[src/rtl/adc_sample_buffer_pkg.sv]
// -----------------------------------------------------------------------------
// adc_sample_buffer_pkg
// Shared ADC defines used by the converter stages and the sample buffer.
// Holds the default sample width and buffer depth so every stage in the
// converter chain agrees on them.
// No ports (package).
// -----------------------------------------------------------------------------
package adc_sample_buffer_pkg;

    // Width of one decimated sample leaving the converter output stage.
    localparam int ADC_DATA_WIDTH = 32;

    // Number of sample entries held by the buffer (power of two, >= 2).
    localparam int ADC_DEPTH = 16;

    // Width of a fill-level / threshold field: must hold 0..depth inclusive.
    function automatic int adc_lvl_width(input int depth);
        return $clog2(depth) + 1;
    endfunction

endpackage : adc_sample_buffer_pkg

[src/rtl/adc_sample_buffer_mem.sv]
// -----------------------------------------------------------------------------
// sample_buf_mem
// DEPTH x DATA_WIDTH sample storage with one synchronous write port and one
// synchronous read port. The array itself is not reset; only the read data
// register is, so the bus side sees zero after reset.
//
// Ports:
//   clk       in   clock
//   rst       in   synchronous active-high reset (read register only)
//   wr_en_i   in   write strobe
//   wr_addr_i in   write address
//   wr_data_i in   write data
//   rd_en_i   in   read strobe; rd_data_o updates on the next edge
//   rd_addr_i in   read address
//   rd_data_o out  registered read data, holds when rd_en_i=0
// -----------------------------------------------------------------------------
module sample_buf_mem #(
    parameter int DATA_WIDTH = 32,
    parameter int DEPTH      = 16,
    parameter int ADDR_W     = $clog2(DEPTH)
) (
    input  logic                  clk,
    input  logic                  rst,
    input  logic                  wr_en_i,
    input  logic [ADDR_W-1:0]     wr_addr_i,
    input  logic [DATA_WIDTH-1:0] wr_data_i,
    input  logic                  rd_en_i,
    input  logic [ADDR_W-1:0]     rd_addr_i,
    output logic [DATA_WIDTH-1:0] rd_data_o
);

    logic [DATA_WIDTH-1:0] mem_q [DEPTH];
    logic [DATA_WIDTH-1:0] rd_data_q;

    always_ff @(posedge clk) begin
        if (wr_en_i) begin
            mem_q[wr_addr_i] <= wr_data_i;
        end
    end

    // Read-before-write: when both ports hit the same address in one cycle
    // (full buffer, simultaneous write and read) the old entry is returned.
    always_ff @(posedge clk) begin
        if (rst) begin
            rd_data_q <= '0;
        end else if (rd_en_i) begin
            rd_data_q <= mem_q[rd_addr_i];
        end
    end

    assign rd_data_o = rd_data_q;

endmodule : sample_buf_mem

[src/rtl/adc_sample_buffer.sv]
// -----------------------------------------------------------------------------
// adc_sample_buffer
// Circular buffer between the ADC decimator and the bus. Samples are written
// when qualified and capture is enabled; the bus pulls the oldest sample with
// a one-cycle registered read. Tracks fill level, a sticky overflow flag for
// dropped samples and a registered level/overflow interrupt.
//
// Handshake: a sample is taken on any clock edge where sample_valid_in=1 and
// capture_en_in=1 unless clear_in is high or the buffer is full with no read
// accepted in the same cycle (then it is dropped and overflow_out set). There
// is no back-pressure toward the converter. A read is accepted on any edge
// where rd_en_in=1, the buffer is non-empty and clear_in=0; rd_valid_out then
// pulses for exactly one cycle with the data in rd_data_out.
//
// Ports:
//   clk, rst         clock, synchronous active-high reset
//   sample_in        decimated sample
//   sample_valid_in  single-cycle qualifier for sample_in
//   capture_en_in    0 discards samples silently
//   clear_in         synchronous flush (beats write and read)
//   rd_en_in         bus read request
//   thresh_in        level interrupt threshold, 0 disables
//   rd_data_out      registered read data
//   rd_valid_out     one-cycle qualifier for rd_data_out
//   level_out        entry count 0..DEPTH
//   empty_out        level_out == 0
//   full_out         level_out == DEPTH
//   overflow_out     sticky lost-sample flag
//   irq_out          registered interrupt
// -----------------------------------------------------------------------------
module adc_sample_buffer
    import adc_sample_buffer_pkg::*;
#(
    parameter int DATA_WIDTH = ADC_DATA_WIDTH,
    parameter int DEPTH      = ADC_DEPTH,
    parameter int LVL_W      = $clog2(DEPTH) + 1
) (
    input  logic                  clk,
    input  logic                  rst,
    input  logic [DATA_WIDTH-1:0] sample_in,
    input  logic                  sample_valid_in,
    input  logic                  capture_en_in,
    input  logic                  clear_in,
    input  logic                  rd_en_in,
    input  logic [LVL_W-1:0]      thresh_in,
    output logic [DATA_WIDTH-1:0] rd_data_out,
    output logic                  rd_valid_out,
    output logic [LVL_W-1:0]      level_out,
    output logic                  empty_out,
    output logic                  full_out,
    output logic                  overflow_out,
    output logic                  irq_out
);

    localparam int PTR_W = $clog2(DEPTH);

    logic [PTR_W-1:0] wr_ptr_q, wr_ptr_d;
    logic [PTR_W-1:0] rd_ptr_q, rd_ptr_d;
    logic [LVL_W-1:0] level_q, level_d;
    logic             overflow_q, overflow_d;
    logic             irq_q, irq_d;
    logic             rd_valid_q;

    logic             empty;
    logic             full;
    logic             wr_attempt;
    logic             wr_acc;
    logic             rd_acc;

    // Flags come straight from the level register.
    assign empty = (level_q == '0);
    assign full  = (level_q == LVL_W'(DEPTH));

    // Reads are gated by empty, so an empty-buffer write+read never bypasses.
    assign rd_acc     = rd_en_in && !empty && !clear_in;
    assign wr_attempt = sample_valid_in && capture_en_in && !clear_in;
    // At full, a same-cycle read frees the slot the write lands in.
    assign wr_acc     = wr_attempt && (!full || rd_acc);

    always_comb begin
        wr_ptr_d   = wr_ptr_q;
        rd_ptr_d   = rd_ptr_q;
        level_d    = level_q;
        overflow_d = overflow_q;

        if (clear_in) begin
            wr_ptr_d   = '0;
            rd_ptr_d   = '0;
            level_d    = '0;
            overflow_d = 1'b0;
        end else begin
            if (wr_acc) begin
                wr_ptr_d = wr_ptr_q + PTR_W'(1);
            end
            if (rd_acc) begin
                rd_ptr_d = rd_ptr_q + PTR_W'(1);
            end
            if (wr_acc && !rd_acc) begin
                level_d = level_q + LVL_W'(1);
            end else if (rd_acc && !wr_acc) begin
                level_d = level_q - LVL_W'(1);
            end
            if (wr_attempt && !wr_acc) begin
                overflow_d = 1'b1;
            end
        end

        // level_d never exceeds DEPTH, so thresholds above DEPTH never fire.
        irq_d = overflow_d || ((thresh_in != '0) && (level_d >= thresh_in));
    end

    always_ff @(posedge clk) begin
        if (rst) begin
            wr_ptr_q   <= '0;
            rd_ptr_q   <= '0;
            level_q    <= '0;
            overflow_q <= 1'b0;
            irq_q      <= 1'b0;
            rd_valid_q <= 1'b0;
        end else begin
            wr_ptr_q   <= wr_ptr_d;
            rd_ptr_q   <= rd_ptr_d;
            level_q    <= level_d;
            overflow_q <= overflow_d;
            irq_q      <= irq_d;
            rd_valid_q <= rd_acc;
        end
    end

    sample_buf_mem #(
        .DATA_WIDTH (DATA_WIDTH),
        .DEPTH      (DEPTH),
        .ADDR_W     (PTR_W)
    ) u_mem (
        .clk       (clk),
        .rst       (rst),
        .wr_en_i   (wr_acc),
        .wr_addr_i (wr_ptr_q),
        .wr_data_i (sample_in),
        .rd_en_i   (rd_acc),
        .rd_addr_i (rd_ptr_q),
        .rd_data_o (rd_data_out)
    );

    assign rd_valid_out = rd_valid_q;
    assign level_out    = level_q;
    assign empty_out    = empty;
    assign full_out     = full;
    assign overflow_out = overflow_q;
    assign irq_out      = irq_q;

endmodule : adc_sample_buffer

[config.mk]
export PLATFORM = sky130hd
export DESIGN_NAME = adc_sample_buffer
export DESIGN_NICKNAME = d
export VERILOG_FILES = /design/src/rtl/adc_sample_buffer_pkg.sv /design/src/rtl/adc_sample_buffer_mem.sv /design/src/rtl/adc_sample_buffer.sv
export SDC_FILE = /design/constraint.sdc
export NUM_CORES = 1
export LEC_CHECK = 0
export BUFFER_PORTS_ARGS = -buffer_cell sky130_fd_sc_hd__buf_2
export CAP_MARGIN = 20
export CORE_ASPECT_RATIO = 0.5
export CORE_MARGIN = 3
export CORE_UTILIZATION = 66
export DETAILED_ROUTE_END_ITERATION = 8
export GPL_TIMING_DRIVEN = 0
export PLACE_DENSITY = 0.81
export SLEW_MARGIN = 20
export SYNTH_ARGS = -nofsm -noshare
export SYNTH_HDL_FRONTEND = slang
export SYNTH_SLANG_ARGS = --single-unit
[constraint.sdc]
create_clock -name clk -period 7.5 [get_ports clk]
set_input_delay 1.125 -clock clk [delete_from_list [all_inputs] [get_ports clk]]
set_output_delay 1.125 -clock clk [all_outputs]
set_load 0.005 [all_outputs]
==> impl_results.md <==
* Total of buffers placed on input and output ports at 83
* Ys flop type: sky130_fd_sc_hd__edfxtp_1
* Worst path required time at 7.76 ns
* Die W at 261 um
* Peak supply drop at 0.163 mV
* Average cell area after synthesis at 21.5 um2
* Leading cell types by total area after synthesis: sky130_fd_sc_hd__edfxtp_1 (71%), sky130_fd_sc_hd__mux4_2 (13%), sky130_fd_sc_hd__dfxtp_1 (4.5%), sky130_fd_sc_hd__mux2_2 (1.8%), sky130_fd_sc_hd__mux2i_1 (1.7%)
* Clock-pin transition on the worst setup and hold timing paths at 0.06 ns
* Number of standard cells after synthesis at 1002
* Number of cells after detailed placement at 1554
* Relative max-transition margin at 28.4%
* Postcts setup bufs at 0
* Warnings from Yosys at 0
* Max Transition Viols Final at 0
* Tmin final at 3.47 ns
* Crit share post-route at 46.3%
* Relative area change from synthesis to final layout at 14.7%
* Hold WC Path Type: flop to flop
* Most numerous cell in the Yosys netlist: sky130_fd_sc_hd__edfxtp_1
* Total negative slack for setup checks at 0 ns
* Dpl hpwl at 31.2 mm
* PnR worst setup slack at 4.03 ns
* Layout cell share with drive strength beyond 1 at 33.1%
* Residual antenna-violating net count after detailed routing at 0
* Leakage power of the design at 0.00788 uW
* Max capacitance violation total at 0
* Pre-CTS setup slack at 3.54 ns
* CTS Hold Buffers Added at 0
* H-tree levels at 2
* Router iterations before antenna repair at 7
* CP endpoint kind: flop
* Vias per std cell at 6.97
* Cell at the root of the clock tree: sky130_fd_sc_hd__clkbuf_16
* Total CTS buffers at 47
* Worst Path Max Fanout at 9
* Number of cells on the worst hold path at 1
* Max frequency at 0.288 GHz
* Total count of hold-check failures in the final report at 0
* Total non-filler cell area in the finished layout at 24700 um2
* Global-route wire length before repair at 76.6 mm
* Cell type with the largest total area after synthesis: sky130_fd_sc_hd__edfxtp_1
* Cell count of the worst reg-to-reg path at 8
* Register bit count reported by yosys at 560
* Cell Pwr Density at 238 nW/um2
* Pin count of the biggest net entering global routing at 21
* Antenna violations before repair at 3
* DP Area at 23200 um2
* Number of standard cells in the final layout excluding fillers at 1640
* Sort of element at the start of the critical path: input port
* Post-detailed-route DRC marker count at 0
* Layout fillers at 1525
* Count of flip-flops with a built-in enable after synthesis at 512
* Die span in y at 134 um
* Floorplan die area at 34900 um2
* Synth Cell Area at 21500 um2
* Part of the Yosys area used for sequential elements at 75.9%
* Data arrival, critical path at 3.73 ns
* Final-stage net count at 1226
* Post-synthesis net count at 1057
* Count of cells resized by post-cts repair at 0
* Total detailed-routing wirelength at 52.3 mm
* Bufs on Longest Clock Path at 3
* Clock sinks at 560
* Run status: completed
* Number of top-level pins at 85
* Number of vias after detailed routing at 11400
* Final Wtd Congestion at 0.825
* Global-route total usage across every layer at 30.8%
* Final setup violating endpoints at 0
* TritonCTS clock tree: done
* Share of the synthesized area in the top cell type at 71.5%
* Cell Rows at 46
* Effective utilization at floorplan at 67.5%
* Async set or reset register ratio after synthesis at 0%
* Clk_lat worst skew at 0.57 ns
* Leading post-synthesis cells by instance count: sky130_fd_sc_hd__edfxtp_1 (512), sky130_fd_sc_hd__mux4_2 (128), sky130_fd_sc_hd__nor2_1 (57)
* Synth cell types at 49
* Overall overflow remaining after global route at 0
* Critical setup path kind: input port to flop
* Slew at the pin with the worst max-slew slack at 1.07 ns
* Area of the core region at 31900 um2
* Unrepaired setup endpoints after global routing: false
* Average wire length per cell after detail routing at 31.9 um
* Starting DRT DRC Count at 1459
* Worst clock skew at 0.0190 ns
* Vias in the first global route at 11700
## worst paths after layout
| kind | startpoint | to | slack (ns) |
|---|---|---|---|
| min | u_mem.rd_data_o[13] | u_mem.rd_data_o[13] | 0.48 |
| min reg2reg | u_mem.rd_data_o[13] | u_mem.rd_data_o[13] | 0.48 |
| max reg2reg | level_out[0] | u_mem.mem_q[0][29] | 4.04 |
| max | clear_in | u_mem.mem_q[0][29] | 4.03 |
## routing by layer
layer | wire length (um) | track usage [%] | share of wire [%]
met5 | 11 | 0 | 0.021
met4 | 2010 | 12.0 | 3.8
met3 | 5410 | 7.20 | 10
met2 | 25600 | 48.8 | 49
met1 | 19300 | 42.7 | 37
## flip-flops by register name (all words and copies together) (netlist names)
signal,flops
rd_valid_out,1
level_out,5
u_mem.mem_q,512
rd_ptr_q,4
overflow_out,1
irq_out,1
u_mem.rd_data_o,32
wr_ptr_q,4
## layout make-up
| cell class | instances | area, um2 | share of cell area (%) |
|---|---|---|---|
| Sequential cell | 560 | 16300 | 66.2 |
| Multi-Input combinational cell | 377 | 4940 | 20.0 |
| Clock buffer | 72 | 1340 | 5.43 |
| Timing Repair Buffer | 120 | 1070 | 4.32 |
| Tap cell | 432 | 541 | 2.19 |
| Buffer | 54 | 307 | 1.24 |
| Clock inverter | 12 | 87.6 | 0.355 |
| Inverter | 11 | 46.3 | 0.188 |
| Antenna cell | 2 | 5.00 | 0.0203 |
## critical path: stages
cell	delay [ns]
sky130_fd_sc_hd__buf_2	0.13
sky130_fd_sc_hd__nand3b_1	0.28
sky130_fd_sc_hd__a21oi_1	0.44
sky130_fd_sc_hd__nand2_1	0.34
sky130_fd_sc_hd__nor3_2	0.80
sky130_fd_sc_hd__buf_4	0.35
sky130_fd_sc_hd__buf_4	0.24
## cells by family after synthesis
logic type,count (synthesis),share of synthesized area [%]
AOI/OAI and AO/OA,53,2.19
buffers and inverters,65,1.64
DFF,560,75.9
and+or+nand+nor,108,2.43
muxes,198,16.9
xor gates and xnor gates,6,0.244
adders and majority gates,12,0.698
## power breakdown
| group | internal, uW | switching, uW | total, uW |
|---|---|---|---|
| sequential | 3410 | 3.54 | 3410 |
| clock | 1270 | 1080 | 2340 |
| combinational | 34.4 | 76.4 | 111 |
## metrics by stage
| step | total power [uW] | hold slack, ns | util, % |
|---|---|---|---|
| after floorplan | 3520 | 0.473 | - |
| after global placement | 3570 | 0.471 | 70.5 |
| after detailed placement | 3590 | 0.466 | 72.8 |
| after CTS | 5870 | 0.483 | 77.3 |
| after global routing | 6000 | 0.497 | 77.4 |
| final | 5860 | 0.483 | 77.4 |
## cell usage in the layout, fill, tap and decap left out, types with 4 or more instances in the layout
cell type,netlist,final
sky130_fd_sc_hd__nor3_1,9,5
sky130_fd_sc_hd__mux4_2,128,128
sky130_fd_sc_hd__buf_2,17,100
sky130_fd_sc_hd__nor2b_1,4,4
sky130_fd_sc_hd__nor3_2,0,4
sky130_fd_sc_hd__nand2b_1,4,4
sky130_fd_sc_hd__clkbuf_1,23,41
sky130_fd_sc_hd__a221o_1,32,32
sky130_fd_sc_hd__dfxtp_1,48,48
sky130_fd_sc_hd__buf_4,0,14
sky130_fd_sc_hd__edfxtp_1,512,512
sky130_fd_sc_hd__mux2i_1,36,36
sky130_fd_sc_hd__inv_1,10,10
sky130_fd_sc_hd__clkinv_2,0,6
sky130_fd_sc_hd__clkbuf_8,0,7
sky130_fd_sc_hd__ha_1,12,12
sky130_fd_sc_hd__nand2_1,11,11
sky130_fd_sc_hd__mux2_2,34,34
sky130_fd_sc_hd__a21oi_1,5,5
sky130_fd_sc_hd__nor2_4,0,12
sky130_fd_sc_hd__buf_6,11,15
sky130_fd_sc_hd__nor2_1,57,45
sky130_fd_sc_hd__clkbuf_16,0,47
sky130_fd_sc_hd__nand3_1,7,7
sky130_fd_sc_hd__buf_16,0,16
Power figures use the tool's default switching activity.
